## src/rtl/mdu_pkg.sv

```systemverilog
// Shared types and helpers for the multicycle multiply/divide unit.
// Build option: MDU_HILO_WRITE_EN adds mthi/mtlo write ports on the top.
package mdu_pkg;

    // Default operand width of the core datapath.
    localparam int MDU_WIDTH = 32;
    // Iteration counter width for the default operand width.
    localparam int CNT_W     = $clog2(MDU_WIDTH);

    typedef enum logic [1:0] {
        MULT  = 2'd0,
        MULTU = 2'd1,
        DIV   = 2'd2,
        DIVU  = 2'd3
    } op_t;

    typedef enum logic [1:0] {
        IDLE = 2'd0,
        RUN  = 2'd1,
        FIX  = 2'd2,
        DONE = 2'd3
    } state_t;

    // Magnitude of a default-width operand; unsigned operands pass through.
    function automatic logic [MDU_WIDTH-1:0] abs_w(input logic [MDU_WIDTH-1:0] v,
                                                   input logic                 is_signed);
        return (is_signed && v[MDU_WIDTH-1]) ? -v : v;
    endfunction

endpackage

```

## src/rtl/mdu_iter_step.sv

```systemverilog
// One iteration of the multicycle datapath, purely combinational.
// Multiply: radix-2 shift-add, accumulator = {partial product, multiplier}.
// Divide: restoring shift-subtract, accumulator = {remainder, dividend/quotient}.
module mdu_iter_step #(
    parameter int WIDTH = 32
) (
    input  logic                 i_is_div,
    input  logic [2*WIDTH-1:0]   i_acc,
    input  logic [WIDTH-1:0]     i_opnd,
    output logic [2*WIDTH-1:0]   o_acc
);

    logic [WIDTH:0] w_sum;
    logic [WIDTH:0] w_rem_sh;
    logic [WIDTH:0] w_diff;

    // Compute both candidate updates and select by op class.
    always_comb begin
        // Add multiplicand into the upper half when the current multiplier bit is set;
        // keep the carry so the right shift brings it back in.
        w_sum    = {1'b0, i_acc[2*WIDTH-1:WIDTH]} + (i_acc[0] ? {1'b0, i_opnd} : {(WIDTH+1){1'b0}});
        // Remainder shifted left with the next dividend bit; needs WIDTH+1 bits.
        w_rem_sh = i_acc[2*WIDTH-1:WIDTH-1];
        // MSB of the difference is the borrow: set when remainder < divisor.
        w_diff   = w_rem_sh - {1'b0, i_opnd};
        o_acc    = {w_sum, i_acc[WIDTH-1:1]};
        if (i_is_div) begin
            if (!w_diff[WIDTH]) begin
                o_acc = {w_diff[WIDTH-1:0], i_acc[WIDTH-2:0], 1'b1};
            end else begin
                o_acc = {w_rem_sh[WIDTH-1:0], i_acc[WIDTH-2:0], 1'b0};
            end
        end
    end

endmodule

```

## src/rtl/mult_div_unit.sv

```systemverilog
// Multicycle multiply/divide unit with HI/LO result registers.
// Signed ops run on magnitudes and are sign-corrected in a FIX cycle.
// Build option: MDU_HILO_WRITE_EN adds i_hi_wr/i_lo_wr/i_wr_data (mthi/mtlo).
module mult_div_unit
    import mdu_pkg::*;
#(
    parameter int WIDTH = MDU_WIDTH
) (
    input  logic             i_clock,
    input  logic             i_res,
    input  logic             i_start,
    input  op_t              i_op,
    input  logic [WIDTH-1:0] i_a,
    input  logic [WIDTH-1:0] i_b,
    output logic             o_busy,
    output logic             o_done,
    output logic             o_div_zero,
    output logic [WIDTH-1:0] o_hi,
    output logic [WIDTH-1:0] o_lo
`ifdef MDU_HILO_WRITE_EN
    ,
    input  logic             i_hi_wr,
    input  logic             i_lo_wr,
    input  logic [WIDTH-1:0] i_wr_data
`endif
);

    localparam int CW = (WIDTH > 1) ? $clog2(WIDTH) : 1;
    localparam logic [CW-1:0] LAST_IT = CW'(WIDTH - 1);

    state_t               r_state;
    state_t               w_next;
    logic [CW-1:0]        r_cnt;
    op_t                  r_op;
    logic [2*WIDTH-1:0]   r_acc;
    logic [WIDTH-1:0]     r_opnd;
    logic                 r_neg_lo;   // negate product / quotient
    logic                 r_neg_hi;   // negate remainder (dividend was negative)
    logic                 r_dz;
    logic [WIDTH-1:0]     r_hi;
    logic [WIDTH-1:0]     r_lo;

    logic                 w_in_div;
    logic                 w_in_signed;
    logic                 w_a_neg;
    logic                 w_b_neg;
    logic [WIDTH-1:0]     w_a_mag;
    logic [WIDTH-1:0]     w_b_mag;
    logic                 w_b_zero;
    logic                 w_r_div;
    logic [2*WIDTH-1:0]   w_step;
    logic [2*WIDTH-1:0]   w_prod_fix;
    logic [WIDTH-1:0]     w_quo_fix;
    logic [WIDTH-1:0]     w_rem_fix;

    // Decode the incoming request and form operand magnitudes.
    always_comb begin
        w_in_div    = (i_op == DIV) || (i_op == DIVU);
        w_in_signed = (i_op == MULT) || (i_op == DIV);
        w_a_neg     = w_in_signed & i_a[WIDTH-1];
        w_b_neg     = w_in_signed & i_b[WIDTH-1];
        w_a_mag     = w_a_neg ? -i_a : i_a;
        w_b_mag     = w_b_neg ? -i_b : i_b;
        w_b_zero    = (i_b == '0);
    end

    // Sign correction applied to the finished magnitude result.
    always_comb begin
        w_r_div    = (r_op == DIV) || (r_op == DIVU);
        w_prod_fix = r_neg_lo ? -r_acc : r_acc;
        w_quo_fix  = r_neg_lo ? -r_acc[WIDTH-1:0] : r_acc[WIDTH-1:0];
        w_rem_fix  = r_neg_hi ? -r_acc[2*WIDTH-1:WIDTH] : r_acc[2*WIDTH-1:WIDTH];
    end

    mdu_iter_step #(.WIDTH(WIDTH)) u_step (
        .i_is_div (w_r_div),
        .i_acc    (r_acc),
        .i_opnd   (r_opnd),
        .o_acc    (w_step)
    );

    // State register.
    always_ff @(posedge i_clock or negedge i_res) begin
        if (!i_res) begin
            r_state <= IDLE;
        end else begin
            r_state <= w_next;
        end
    end

    // Next-state logic; divide by zero skips straight to DONE.
    always_comb begin
        w_next = r_state;
        case (r_state)
            IDLE: begin
                if (i_start) begin
                    w_next = (w_in_div && w_b_zero) ? DONE : RUN;
                end
            end
            RUN:     if (r_cnt == LAST_IT) w_next = FIX;
            FIX:     w_next = DONE;
            DONE:    w_next = IDLE;
            default: w_next = IDLE;
        endcase
    end

    // Datapath: latch request, iterate, then load HI/LO at the end of FIX.
    always_ff @(posedge i_clock or negedge i_res) begin
        if (!i_res) begin
            r_cnt    <= '0;
            r_op     <= MULT;
            r_acc    <= '0;
            r_opnd   <= '0;
            r_neg_lo <= 1'b0;
            r_neg_hi <= 1'b0;
            r_dz     <= 1'b0;
            r_hi     <= '0;
            r_lo     <= '0;
        end else begin
            case (r_state)
                IDLE: begin
                    if (i_start) begin
                        r_op     <= i_op;
                        r_cnt    <= '0;
                        r_acc    <= w_in_div ? {{WIDTH{1'b0}}, w_a_mag} : {{WIDTH{1'b0}}, w_b_mag};
                        r_opnd   <= w_in_div ? w_b_mag : w_a_mag;
                        r_neg_lo <= w_a_neg ^ w_b_neg;
                        r_neg_hi <= w_in_div & w_a_neg;
                        r_dz     <= w_in_div & w_b_zero;
                    end
                end
                RUN: begin
                    r_acc <= w_step;
                    r_cnt <= (r_cnt == LAST_IT) ? '0 : r_cnt + CW'(1);
                end
                FIX: begin
                    if (w_r_div) begin
                        r_hi <= w_rem_fix;
                        r_lo <= w_quo_fix;
                    end else begin
                        r_hi <= w_prod_fix[2*WIDTH-1:WIDTH];
                        r_lo <= w_prod_fix[WIDTH-1:0];
                    end
                end
                default: ;
            endcase
`ifdef MDU_HILO_WRITE_EN
            // mthi/mtlo only take effect while idle.
            if (r_state == IDLE) begin
                if (i_hi_wr) r_hi <= i_wr_data;
                if (i_lo_wr) r_lo <= i_wr_data;
            end
`endif
        end
    end

    assign o_busy     = (r_state == RUN) || (r_state == FIX);
    assign o_done     = (r_state == DONE);
    assign o_div_zero = (r_state == DONE) && r_dz;
    assign o_hi       = r_hi;
    assign o_lo       = r_lo;

endmodule

```

## config.mk

```make
export PLATFORM = sky130hd
export DESIGN_NAME = mult_div_unit
export DESIGN_NICKNAME = d
export VERILOG_FILES = /design/src/rtl/mdu_pkg.sv /design/src/rtl/mdu_iter_step.sv /design/src/rtl/mult_div_unit.sv
export SDC_FILE = /design/constraint.sdc
export NUM_CORES = 1
export LEC_CHECK = 0
export BUFFER_PORTS_ARGS = -buffer_cell sky130_fd_sc_hd__buf_2
export CAP_MARGIN = 5
export CORE_ASPECT_RATIO = 0.7
export CORE_UTILIZATION = 55
export CTS_BUF_LIST = sky130_fd_sc_hd__clkbuf_4
export DETAILED_ROUTE_END_ITERATION = 7
export PLACE_DENSITY = 0.75
export SLEW_MARGIN = 20
export SYNTH_ARGS = -nofsm -noshare
export SYNTH_HDL_FRONTEND = slang
export SYNTH_HIERARCHICAL = 1
export SYNTH_SLANG_ARGS = --single-unit
```

## constraint.sdc

```tcl
create_clock -name i_clock -period 7.2 [get_ports i_clock]
set_input_delay 0.72 -clock i_clock [delete_from_list [all_inputs] [get_ports i_clock]]
set_output_delay 0.72 -clock i_clock [all_outputs]
set_load 0.05 [all_outputs]
```

## Word-level counts from Yosys, hierarchy flattened

Cells that the tools add are included.

- Register bits after elaboration: 172

- Add/subtract/negate cells: 8
- Equality and inequality tests: 10
- Muxes and demuxes: 21
- Bitwise operators: 5
- Reduce and logical (&&, ||, !) cells: 13

Operators by type and width:

| cell | number |
|---|---|
| two-way mux 32 bit | 9 |
| two-way mux 64 bit | 4 |
| negator 32 bit | 4 |
| case mux 64 bit (2 select lines) | 1 |
| negator 64 bit | 1 |
| adder 32 x 33 -> 33 bit | 1 |
| subtractor 33 x 32 -> 33 bit | 1 |
| zero test 32 bit | 1 |
| equality test 2 bit, second input constant | 6 |
| two-way mux 5 bit | 2 |
| case mux 5 bit (2 select lines) | 1 |
| case mux 2 bit (4 select lines) | 1 |
| two-way mux 2 bit | 3 |
| AND reduction 2 bit | 3 |
| adder 5 x 1 -> 5 bit, second input constant | 1 |
| equality test 5 bit, second input constant | 1 |
| AND 1 bit | 4 |
| zero test 2 bit | 2 |
| logical OR 1 bit | 4 |
| inequality test 2 bit, second input constant | 2 |
| equality test 2 x 1 -> 1 bit, second input constant | 1 |
| logical AND 1 bit | 2 |
| nonzero test 2 bit | 1 |
| XOR 1 bit | 1 |

## Depth between registers and ports, before layout

Gate-level depths: netlist of the first run.

- Word-level depth: 7
- Depth in mapped cells: 17
- Mapped depth without buffers: 16

## Modules after synthesis

Netlist of the first run, hierarchy kept.

Modules (own cells, without submodules):

| module | times used | cells each | area each (µm²) |
|---|---|---|---|
| mult_div_unit | 1 | 1197 | 10588.9 |
| mdu_iter_step | 1 | 652 | 4525.6 |

## Worst setup path before layout of the first run

No wires, ideal clock.

- Path type: register to register
- Start point: register r_acc[0]
- End point: register r_acc[61]
- Setup time: 121 ps
- Data arrival time: 3515 ps
- Required time: 7079 ps
- Setup slack: 3564 ps
- Cell stages (with the launch flop): 15
- Buffers on the path: 1
- Path through: dfrtp_1 clkbuf_1 and2_1 ha_1 a21o_1 or4_1 a311oi_2 nor4_1 a41oi_2 a211oi_1 or4_1 a21oi_2 xor2_1 mux2i_1 a22o_1

- Longest elaborated chain between the ends: 4

RTL lines:

| item | RTL line | RTL |
|---|---|---|
| start, declared | mult_div_unit.sv:35 | `logic [2*WIDTH-1:0] r_acc;` |
| start signal, assigned | mult_div_unit.sv:125 | `r_acc <= w_in_div ? {{WIDTH{1'b0}}, w_a_mag} : {{WIDTH{1'b0}}, w_b_mag};` |
| start signal, assigned | mult_div_unit.sv:133 | `r_acc <= w_step;` |
| two-way mux 32 bit | mdu_iter_step.sv:21 | `w_sum = {1'b0, i_acc[2*WIDTH-1:WIDTH]} + (i_acc[0] ? {1'b0, i_opnd} : {(WIDTH+1){1'b0}});` |
| adder 32 x 33 -> 33 bit | mdu_iter_step.sv:21 |  |
| two-way mux 64 bit | mdu_iter_step.sv:27 | `if (i_is_div) begin` |
| named net w_step[61] | mult_div_unit.sv:51 | `logic [2*WIDTH-1:0] w_step;` |
| case mux 64 bit (2 select lines) | mult_div_unit.sv:120 | `case (r_state)` |

The timed path passes the listed nets, and every way through them passes these cells.
A chain may end at the register's enable or synchronous reset.

## Final worst setup path of the first run

Same ends and word-level chain as after synthesis.

==> impl_metrics.ini, run 1 <==
[outcome]
status = finished with violations
failed_checks = DRC

[sta]
period_minus_slack_ns = 4.53
tightest_slew_ns = 1.14
finClkSkew_ns = 0.0287
rsz0062_at_grt = no
min_period_over_period_pct = 63.0
holdWs_ns = 0.164
setup_violations = 0
tns_ns = 0
slew_viol_final = 0
max_slew_margin_pct = 24.3
fmax_mhz = 221
finalHoldViolations = 0

[clock_tree]
holdBufCountCts = 0
numCtsBuffers = 17
cts_tree = built
clk_pin_slew_ns = 0.16
clock_latency_ns = 0.64
cts_resized = 0
h-tree-depth = 4
cts_max_path_buffers = 2
clock_sinks = 171
root_buffer = clkbuf_4
post_cts_buffers = 0

[finish]
area_delta_synth_final_pct = 7.72
nFillCells = 2418
final_cells = 2291
regArea_um2 = 4280
drive_gt1_share_pct = 13.9
multi_input_area_um2 = 10200
fin_nets = 2058

[synthesis]
avgSynthCellArea_um2 = 8.17
ys_seq_elements = 171
synth_most_common_cell = nor2_1
yosys_warnings = 6
synthCells = 1849
synth_edf_count = 0
synth_top_cells_by_area = dfrtp_1 (28%), ha_1 (6.1%), a21oi_1 (5.3%)
yosysUniqueCellTypes = 82
synth_top_area_share_pct = 28.3
syn_nets = 1994
synth_flop_cell = dfrtp_1
yosysTopAreaCell = dfrtp_1
synth_seq_area_share_pct = 28.3
synthTopCellsByCount = nor2_1 (178), dfrtp_1 (171), a21oi_1 (161), nand2_1 (133)
ys_async_sr_fraction_pct = 100
netlist_area_um2 = 15100

[placement]
gp_congestion = 1.03
hpwl_mm = 38.3
portBuffers = 135
dp.cells = 2258

[floorplanning]
die_h_um = 141
rows = 50
dieWidth_um = 200
start_util_pct = 56.3
dieArea_um2 = 28200
core-area_um2 = 26800
ioPinCount = 136

[power]
p_int_mw = 3.71
power_mw = 8.47
p_sw_mw = 4.75
clkPwrFrac_pct = 7.0
power_frac_seq_pct = 24.8
p_leak_nw = 7.14
swShare_pct = 56.1
vdd_drop_max_mv = 0.272
power_density_nw_per_um2 = 520
pwr-share-comb_pct = 68.1

[critical_path]
cp-start-kind = register
path_class = reg2reg
critical_path.cell_chain = buf_4 > and2_1 > ha_1 > a21o_1 > a2111oi_0 > nor4_1 > a41oi_2 > a211oi_1 > or4_1 > a21oi_2 > xor2_1 > mux2i_1 > a22o_1
crit_arrival_ns = 5.08
critPathTopFamily = compound AO/OA/AOI/OAI gates
setup.worst_path.end_class = register
worstPathRequired_ns = 7.74
cpPeakStageDelay_ns = 0.83
crit_path_top_delay_cell = dfrtp_1
crit_fanout = 22
crit_buf_inv = 1

[detailed_routing]
avgViaCountPerCell = 6.67
drcViolationCount = 3
via_count = 15300
wirelength_mm = 50.9
drt-initial-drc-count = 1849
ant_nets = 0
wl_per_cell_um = 22.2
first_pass_iters = 8

[run]
cap_violations = 0

[global_route]
grt_pass1_wl_mm = 78.1
grt_pass1_vias = 13400
gr-usage-all-layers_pct = 35.4
grt_max_degree = 96
antenna_found_initial = 1
grt-ovfl-total = 0

[min_path]
holdCritPathClass = in2async
flip-flops by register name, indices dropped and copies added, names as in the netlist:
register	count
o_hi	32
o_lo	32
r_acc	64
r_cnt	5
r_dz	1
r_neg_hi	1
r_neg_lo	1
r_op	1
r_opnd	32
r_state	2
final cells by class:
type	count	area share, %
diodes	1	0.0154
clock buffers	18	0.830
clock inverters	14	0.938
inverters	71	1.64
multi-input cells	1503	62.6
flip-flops and latches	171	26.3
well taps	364	2.80
repair buffers	149	4.86
through the flow:
| step | utilization (%) | worst slack, ns | instance area (um2) |
|---|---|---|---|
| after global placement | 59.6 | 3.01 | 16000 |
| after detailed placement | 59.6 | 2.85 | 16000 |
| after floorplan | - | 3.56 | 15100 |
| after global routing | 60.7 | 2.51 | 16300 |
| final | 60.7 | 2.67 | 16300 |
| after CTS | 60.6 | 2.80 | 16300 |
layout by cell type, fill, tap and decap left out, drive strengths merged, types with 74 or more instances in the layout:
master,n
inv,78
a21oi,163
dfrtp,171
nor2,178
nand2,133
xor2,83
o21ai,100
xnor2,81
ha,74
buf,149
metal layers:
metal / global-route usage [%] / vias to the layer above / wire length (um)
li1: - / 6933 / -
met1: 54.6 / 7266 / 23100
met2: 46.9 / 976 / 19800
met3: 10.0 / 96 / 6840
met4: 9.88 / 0 / 1180
met5: 0 / - / 0
power groups by stage:
| stage | Clock [mW] | Sequential, mW | Combinational (mW) |
|---|---|---|---|
| final | 0.596 | 2.10 | 5.77 |
| after floorplan | 0 | 2.38 | 3.82 |
| after CTS | 0.597 | 2.06 | 5.64 |
| after detailed placement | 0 | 2.08 | 5.61 |
| after global routing | 0.634 | 2.13 | 6.22 |
| after global placement | 0 | 2.06 | 5.51 |
worst register-to-register path: stages (launching register included):
cell and delay (ns):
dfrtp_1 0.83, buf_4 0.33, and2_1 0.16, ha_1 0.31, a21o_1 0.24, a2111oi_0 0.63, nor4_1 0.25, a41oi_2 0.39
a211oi_1 0.15, or4_1 0.51, a21oi_2 0.21, xor2_1 0.16, mux2i_1 0.09, a22o_1 0.21
cell families after synthesis:
kind of cell             share of synthesized area (%)
multiplexers                                      6.62
buffers and inverters                             4.43
AND/OR/NAND/NOR                                   20.7
XOR/XNOR                                          9.50
AO/OA/AOI/OAI                                     24.0
adder cells (fa/ha/maj)                           6.39
flip-flops                                        28.3
path summary, 6_finish.rpt:
| path | cells past startpoint | start | to | slack (ns) |
|---|---|---|---|---|
| worst max register to register | 13 | r_acc[0] | r_acc[61] | 2.67 |
| worst max-delay path | 13 | r_acc[0] | r_acc[61] | 2.67 |
| max in group asynchronous | 2 | i_res | r_acc[41] | 5.77 |
| worst min register to register | 1 | o_hi[12] | o_hi[12] | 0.52 |
| worst min-delay path | 1 | i_res | o_hi[17] | 0.16 |
| min in group i_clock | 3 | i_start | r_state[1] | 0.43 |
(Power assumes the default switching activity.)
==> inputs of run 2 (changes only) <==
==> constraint.sdc (replaced) <==
create_clock -name i_clock -period 4.2 [get_ports i_clock]
set_input_delay 0.42 -clock i_clock [delete_from_list [all_inputs] [get_ports i_clock]]
set_output_delay 0.42 -clock i_clock [all_outputs]
set_load 0.05 [all_outputs]
==> run 2 against run 1 <==
  * Count of clock-buffer cells in the layout unchanged
  * Power up 75%
  * Sequential power up 67%
  * Routed wire length up 0.51%
  * Largest power group unchanged
  * Cell area up 1.7%
  * First-iteration DRC count up 1.6%
  * The run now ends clean
  * Sequential share of layout area down 0.44 points
  * Final cell count up 1.3%
  * Die area unchanged
  * Hold slack worse by 0.011 ns
  * Largest cell class unchanged
  * Register-to-register slack worse by 2.4 ns
  * Via count down 0.64%
==> impl_metrics.ini, run 2 (same netlist as run 1, synthesis figures left out) <==
[detailed_routing]
ant_nets = 0
first_pass_iters = 6
via_count = 15200
drcViolationCount = 0
wl_per_cell_um = 22.0
avgViaCountPerCell = 6.54
drt-initial-drc-count = 1878
wirelength_mm = 51.1

[finish]
mostFrequentLayoutCells = nor2_1 (178), dfrtp_1 (170), a21oi_1 (161)
largest_register_ffs = 64
area_delta_synth_final_pct = 9.54
drive_gt1_share_pct = 14.9
top_register = r_acc
final_common_cell = nor2_1
fin_nets = 2085

[sta]
finalHoldViolations = 0
tns_ns = 0
period_minus_slack_ns = 3.92
fmax_mhz = 255
finClkSkew_ns = 0.0274
tightest_slew_ns = 1.08
rsz0062_at_grt = no
min_period_over_period_pct = 93.3
slew_viol_final = 0
max_slew_margin_pct = 28.0
holdWs_ns = 0.153
setup_violations = 0

[clock_tree]
post_cts_buffers = 0
root_buffer = clkbuf_4
clk_pin_slew_ns = 0.17
h-tree-depth = 4
cts_tree = built
numCtsBuffers = 17
clock_latency_ns = 0.61
clock_sinks = 171
cts_max_path_buffers = 2
cts_resized = 0
holdBufCountCts = 1

[global_route]
gr-usage-all-layers_pct = 35.9
antenna_found_initial = 3
grt_pass1_vias = 13800
grt-ovfl-total = 0
grt_pass1_wl_mm = 79.2
grt_max_degree = 98

[power]
p_leak_nw = 7.31
power_density_nw_per_um2 = 896
vdd_drop_max_mv = 0.335
power_mw = 14.8

[placement]
hpwl_mm = 39.2
gp_congestion = 1.01
portBuffers = 135

[min_path]
holdCritPathClass = in2reg

[critical_path]
cp-start-kind = register
crit_arrival_ns = 4.45
path_class = reg2reg
worstPathRequired_ns = 4.73
setup.worst_path.end_class = register
crit_fanout = 8

[outcome]
status = finished clean

[floorplanning]
dieArea_um2 = 28200
rows = 50
start_util_pct = 56.3
core-area_um2 = 26800
dieWidth_um = 200
ioPinCount = 136
die_h_um = 141

[run]
cap_violations = 0
-- run 2: cell type report --
type	instances	area, um2
fill	2413	10300
multi-input combinational	1503	10200
sequential	171	4280
timing repair buffer	176	1030
tap	364	455
inverter	71	267
clock inverter	13	186
clock buffer	18	135
antenna	4	10.0
-- run 2: power by group --
group / leakage (nW) / total, mW / switching [mW] / internal [mW]
combinational: 5.08 / 10.2 / 6.39 / 3.84
sequential: 2.06 / 3.50 / 1.10 / 2.40
clock: 0.168 / 1.10 / 0.662 / 0.436
total: 7.31 / 14.8 / 8.15 / 6.68
-- run 2: layer usage --
layer  vias to the layer above  share of wire, %  track usage, %  routed length [um]
met5                         -                 0               0                   0
met4                         0               1.6            8.02                 835
met3                        64                14            12.8                7080
met2                       933                39            48.8               20100
met1                      7194                45            53.5               23100
li1                       6983                 -               -                   -
-- run 2: through the flow --
stage / util (%) / setup slack (ns) / area, um2 / cells
after floorplan: - / 0.564 / 15100 / 1849
after global placement: 60.4 / 0.438 / 16200 / 2284
after detailed placement: 60.4 / 0.370 / 16200 / 2284
after CTS: 61.7 / 0.331 / 16500 / 2316
after global routing: 61.7 / 0.0352 / 16500 / 2317
final: 61.7 / 0.283 / 16600 / 2320
-- run 2: path summary, 6_finish.rpt --
check,startpoint,endpoint,slack [ns],depth (start not counted)
worst max-delay path,r_acc[0],r_acc[61],0.28,12
worst min-delay path,i_start,r_state[1],0.15,3
worst max register to register,r_acc[0],r_acc[61],0.28,12
worst min register to register,r_dz,r_dz,0.51,2
max in group asynchronous,i_res,r_opnd[9],2.76,3
min in group asynchronous,i_res,o_hi[23],0.47,2
-- run 2: worst max-delay path, cell delays in order (launching register included) --
cell	delay, ns
dfrtp_1	0.52
and2_1	0.20
ha_1	0.37
a21o_1	0.23
a2111oi_0	0.64
nor4_1	0.22
a41oi_2	0.35
a211oi_1	0.14
or4_1	0.52
a21oi_2	0.21
xor2_1	0.15
mux2i_1	0.08
a22o_1	0.20
